==> src/rtl/load_store_unit.sv <==
// rtl/load_store_unit.sv - data-memory load/store stage with req/ack word bus
// Optional misaligned-access trapping is enabled by defining MISALIGN_TRAP_EN.
module load_store_unit #(
  parameter int TIMEOUT = 255
) (
  input  logic        clk,
  input  logic        rst,
  input  logic        start_load,
  input  logic        start_store,
  input  logic [2:0]  funct3,
  input  logic [31:0] addr,
  input  logic [31:0] store_data,
  output logic        busy,
  output logic        done,
  output logic [31:0] load_data,
  output logic        bus_err,
  output logic        misalign,
  output logic        mem_req,
  output logic        mem_we,
  output logic [31:0] mem_addr,
  output logic [3:0]  mem_be,
  output logic [31:0] mem_wdata,
  input  logic        mem_ack,
  input  logic [31:0] mem_rdata
);

  typedef enum logic [1:0] {S_IDLE, S_ACCESS, S_DONE} state_t;

  localparam logic [7:0] TO_LAST = 8'(TIMEOUT - 1);

  state_t      state, state_next;
  logic        is_load_q;
  logic [2:0]  f3_q;
  logic [1:0]  off_q;
  logic [7:0]  cnt;

  logic        start_any;
  logic        f3_illegal;
  logic        trap;
  logic        timeout_hit;
  logic [3:0]  st_be;
  logic [31:0] st_wdata;
  logic [7:0]  rd_byte;
  logic [15:0] rd_half;
  logic [31:0] load_ext;

  assign start_any   = start_load | start_store;
  assign f3_illegal  = start_load ? (funct3 == 3'd3 || funct3 == 3'd6 || funct3 == 3'd7)
                                  : (funct3 >= 3'd3);
`ifdef MISALIGN_TRAP_EN
  assign trap = (funct3[1:0] == 2'b01 && addr[0]) ||
                (funct3[1:0] == 2'b10 && addr[1:0] != 2'b00);
`else
  assign trap = 1'b0;
`endif
  // An ack arriving in the expiry cycle takes priority over the timeout.
  assign timeout_hit = (TIMEOUT != 0) && (cnt == TO_LAST) && !mem_ack;

  always_comb begin
    st_be    = 4'b1111;
    st_wdata = store_data;
    case (funct3[1:0])
      2'b00: begin
        st_be    = 4'b0001 << addr[1:0];
        st_wdata = {4{store_data[7:0]}};
      end
      2'b01: begin
        st_be    = addr[1] ? 4'b1100 : 4'b0011;
        st_wdata = {2{store_data[15:0]}};
      end
      default: ;
    endcase
  end

  always_comb begin
    rd_byte = mem_rdata[7:0];
    case (off_q)
      2'd1:    rd_byte = mem_rdata[15:8];
      2'd2:    rd_byte = mem_rdata[23:16];
      2'd3:    rd_byte = mem_rdata[31:24];
      default: ;
    endcase
    rd_half  = off_q[1] ? mem_rdata[31:16] : mem_rdata[15:0];
    load_ext = mem_rdata;
    case (f3_q[1:0])
      2'b00:   load_ext = f3_q[2] ? {24'b0, rd_byte} : {{24{rd_byte[7]}}, rd_byte};
      2'b01:   load_ext = f3_q[2] ? {16'b0, rd_half} : {{16{rd_half[15]}}, rd_half};
      default: ;
    endcase
  end

  always_comb begin
    state_next = state;
    case (state)
      S_IDLE:   if (start_any) state_next = (f3_illegal || trap) ? S_DONE : S_ACCESS;
      S_ACCESS: if (mem_ack || timeout_hit) state_next = S_DONE;
      S_DONE:   state_next = S_IDLE;
      default:  state_next = S_IDLE;
    endcase
  end

  always_ff @(posedge clk) begin
    if (rst) begin
      state     <= S_IDLE;
      is_load_q <= 1'b0;
      f3_q      <= 3'b0;
      off_q     <= 2'b0;
      cnt       <= 8'b0;
      busy      <= 1'b0;
      done      <= 1'b0;
      load_data <= 32'b0;
      bus_err   <= 1'b0;
      misalign  <= 1'b0;
      mem_req   <= 1'b0;
      mem_we    <= 1'b0;
      mem_addr  <= 32'b0;
      mem_be    <= 4'b0;
      mem_wdata <= 32'b0;
    end else begin
      state    <= state_next;
      busy     <= (state_next != S_IDLE);
      mem_req  <= (state_next == S_ACCESS);
      done     <= (state_next == S_DONE);
      bus_err  <= 1'b0;
      misalign <= 1'b0;
      case (state)
        S_IDLE: begin
          if (start_any) begin
            is_load_q <= start_load;
            f3_q      <= funct3;
            off_q     <= addr[1:0];
            cnt       <= 8'b0;
            mem_addr  <= {addr[31:2], 2'b00};
            mem_we    <= !start_load;
            mem_be    <= start_load ? 4'b1111 : st_be;
            mem_wdata <= start_load ? 32'b0 : st_wdata;
            if (f3_illegal) begin
              bus_err   <= 1'b1;
              load_data <= 32'b0;
            end else if (trap) begin
              misalign  <= 1'b1;
              load_data <= 32'b0;
            end
          end
        end
        S_ACCESS: begin
          if (mem_ack) begin
            load_data <= is_load_q ? load_ext : 32'b0;
          end else if (timeout_hit) begin
            bus_err   <= 1'b1;
            load_data <= 32'b0;
          end else begin
            cnt <= cnt + 8'd1;
          end
        end
        default: ;
      endcase
    end
  end

endmodule
==> config.mk <==
export PLATFORM = sky130hd
export DESIGN_NAME = load_store_unit
export DESIGN_NICKNAME = d
export VERILOG_FILES = /design/src/rtl/load_store_unit.sv
export SDC_FILE = /design/constraint.sdc
export NUM_CORES = 1
export LEC_CHECK = 0
export CORE_AREA = 2 2 105 117
export CTS_CLUSTER_DIAMETER = 60
export DETAILED_ROUTE_END_ITERATION = 6
export DIE_AREA = 0 0 107 119
export PLACE_DENSITY = 0.94
export SYNTH_ARGS = -nofsm -noshare
export SYNTH_HDL_FRONTEND = slang
export SYNTH_SLANG_ARGS = --single-unit
export TNS_END_PERCENT = 5
==> constraint.sdc <==
create_clock -name clk -period 4.37 [get_ports clk]
set_clock_uncertainty 0.15 [all_clocks]
set_input_delay 0.6555 -clock clk [delete_from_list [all_inputs] [get_ports clk]]
set_output_delay 0.6555 -clock clk [all_outputs]
set_load 0.05 [all_outputs]
==> results.md <==
- Die H: 119 um
- Post-Route WL: 16390 um
- Max VDD drop: 0.0002393 V
- Critical Path End Type: flip-flop
- Reg2reg end: mem_be[3]
- Initial Util: 45.70%
- Core ar.: 11720 um^2
- First-pass GRT wire length: about 26000 um
- CTS clk-pin slew, worst paths: 0.06 ns
- Via count: about 5300
- Remaining routing DRC violations: 0
- Worst Setup SP: start_load
- Clk sinks: 119
- Setup bufs post-CTS: 0
- DRT antenna net count: 0
- Nets: between 800 and 900
- Final min period: 2.536 ns
- Avg Cell Area, Syn: 9.046 um^2
- Layout area overhead: 50.00%
- Final HPWL DP: 11350 um
- R2R depth: 4
- Max Cap Viol: 0
- Seq/Total Area, Yosys: between 40% and 50%
- Design area: 8033 um^2
- Die X: about 110 um
- CTS Buffer Depth: 2
- Async SR Flop Fraction: 0%
- TNS Setup: 0 ns
- RSZ-0062 raised after global routing: no
- Crit path to: mem_be[3]
- Max Fclk: 394.3 MHz
- TritonCTS Buffers: 17
- WS Path Type: in -> reg
- PwrDens: about 420 nW/um^2
- CTS Hold Bufs: 0
- Fin. Hold Viols: 0
- CTS tree: yes
- Placer congestion estimate: between 0.8 and 0.9
- Area occupied by multi-input gates: roughly 2700 um^2
- Critical path arrival: 2.65 ns
- Period utilisation layout: approximately three fifths
- Vias in the first global route: 5106
- R2R Path Start: state[1]
- Netlist cell types: 52
- Final setup margin: 1.834 ns
- Clk Latency, worst-skew pair: 0.41 ns
- Post-synthesis register bit count: 119
- CP Data Required Time: 4.48 ns
- Max-slew violation total from the final report: 0
- Die Footprint: 12730 um^2
- Placed cell area: around 7400 um^2
- Pre-Repair DR Iteration Count: 5
- Crit start category: primary input
- Rel. slew slack: 32.62%
- Final setup viols: 0
- I/O Pins: 210
- Clk root buf: clkbuf_16
- Largest net degree at the start of global routing: 50
- Reg2Reg Setup Slack: 2.10 ns
- # fillers: 863
- Register area: around 2400 um^2
- Worst-margin pin slew: 1.010 ns
- Netlist Area Pre-Place: roughly 5400 um^2
- Gr usage total: between 20% and 30%
- Initial antenna violation count: 0
- EDFF count, synth: 0
- Layout cells sized above 1: under 10%
- Class of the worst hold path: reg -> reg
- Avg WL per Cell: between 15 and 20 um
- Grt ovf: 0
- # resized after CTS: 0
- Vias per cell: 5.574
- Top_reg_cell synth: dfxtp_1
- Initial DRC Count: roughly 360
- Worst-path fanout max: 46
- Status: completed
- Cells after synthesis: between 500 and 600
- CTS H-tree depth: 4
- Row count: 42
- Yosys Warn Count: 0
- Antenna Diode Count: 0
- Pleak: 2.966 nW
- Post-Place Setup Slack: 1.453 ns
- Port Buffers: 206
==> flip-flops by register name, indices dropped and copies added, names as in the netlist <==
signal,count
off_q,2
load_data,32
mem_addr,30
mem_we,1
bus_err,1
cnt,8
state,2
mem_be,4
is_load_q,1
mem_wdata,32
mem_req,1
f3_q,3
done,1
busy,1
==> per-stage QoR <==
stage | utilization [%] | cells | power [mW] | hold WS, ns
after floorplan | - | 594 | 1.665 | 0.2866
after global placement | 63.09 | 912 | 1.906 | 0.2834
after detailed placement | 63.09 | 912 | 1.918 | 0.2890
after CTS | 68.55 | 944 | 3.421 | 0.3015
after global routing | 68.55 | 944 | 3.526 | 0.3095
final | 68.55 | 944 | 3.407 | 0.2991
==> kinds of logic (layout without fill, tap and decap cells) <==
family                     count (synthesis)  after routing  synth area share (%)
and+or+nand+nor                          191            191                 16.85
AOI/OAI and AO/OA                        187            187                 23.72
DFF                                      119            119                 44.49
buffers and inverters                     57            253                 5.701
muxes                                     35             35                 8.715
adders and majority gates                  2              2                0.4672
other                                      1              3               0.07003
==> placed cells by master, fill, tap and decap left out, types with 8 or more instances in the layout <==
master / count
a21oi_1: 52
nor2b_1: 18
a22o_1: 9
dfxtp_1: 119
a21o_1: 8
mux2i_1: 11
clkbuf_16: 17
nor2_1: 15
a211oi_1: 12
o22ai_1: 16
nand2b_1: 28
a32o_1: 23
nand3_1: 9
clkdlybuf4s50_1: 205
o21ai_0: 44
nand2_1: 105
mux2_2: 15
==> synthesized netlist by cell type (2+ instances only) <==
| library cell | number | area, um^2 |
|---|---|---|
| dfxtp_1 | 119 | 2382 |
| nand2_1 | 105 | 394.1 |
| a21oi_1 | 53 | 265.3 |
| o21ai_0 | 44 | 220.2 |
| nand2b_1 | 28 | 175.2 |
| a32o_1 | 23 | 230.2 |
| buf_2 | 18 | 90.09 |
| nor2b_1 | 18 | 112.6 |
| o22ai_1 | 16 | 100.1 |
| clkbuf_1 | 15 | 56.30 |
| mux2_2 | 15 | 168.9 |
| nor2_1 | 15 | 56.30 |
| a211oi_1 | 12 | 90.09 |
| mux2i_1 | 11 | 110.1 |
| a22o_1 | 9 | 78.83 |
| nand3_1 | 9 | 45.04 |
| a21o_1 | 8 | 60.06 |
| buf_4 | 8 | 60.06 |
| inv_1 | 7 | 26.28 |
| mux4_2 | 7 | 157.7 |
| buf_6 | 5 | 56.30 |
| a2111o_1 | 3 | 33.78 |
| or2_2 | 3 | 18.77 |
| and3_1 | 2 | 12.51 |
| buf_1 | 2 | 7.510 |
| ha_1 | 2 | 25.02 |
| mux2_4 | 2 | 30.03 |
| nand4_1 | 2 | 12.51 |
| nor3_1 | 2 | 10.01 |
| o2111ai_1 | 2 | 17.52 |
| o21a_1 | 2 | 15.01 |
| o21ai_1 | 2 | 10.01 |
| o21ai_2 | 2 | 17.52 |
| o21bai_1 | 2 | 15.01 |
| o2bb2ai_1 | 2 | 17.52 |
==> how the worst min path moves through the flow <==
| stage | slack (ns) | start | end | cells past startpoint |
|---|---|---|---|---|
| floorplan | 0.29 | is_load_q | is_load_q | 2 |
| global placement | 0.28 | mem_wdata[16] | mem_wdata[16] | 2 |
| detailed placement | 0.29 | mem_we | mem_we | 2 |
| CTS | 0.30 | mem_we | mem_we | 2 |
| global route | 0.31 | mem_we | mem_we | 2 |
| finish | 0.30 | mem_wdata[27] | mem_wdata[27] | 2 |
==> power breakdown <==
group | internal, mW | switching, mW | total [mW]
Clock | 0.999 | 0.503 | 1.50
Combinational | 0.281 | 0.433 | 0.713
Sequential | 1.14 | 0.0470 | 1.19
==> metal layers <==
layer	global-route usage, %	share of wire, %
met1	28.68	38
met2	43.83	50
met3	9.305	9.0
met4	9.659	2.7
met5	0	0
==> layout make-up <==
cell class                      instances  area share (%)
Clock buffer                           21           5.857
Inverter                                8          0.3738
Timing Repair Buffer                  213           26.26
Clock inverter                         11           2.103
Multi-Input combinational cell        418           33.35
Tap cell                              154           2.399
Sequential cell                       119           29.66
==> critical path: stages <==
cell	delay, ns
clkdlybuf4s50_1	0.59
or2_2	0.20
nand2_2	0.49
nor3_1	0.57
a211oi_1	0.14
Power figures use the tool's default switching activity.
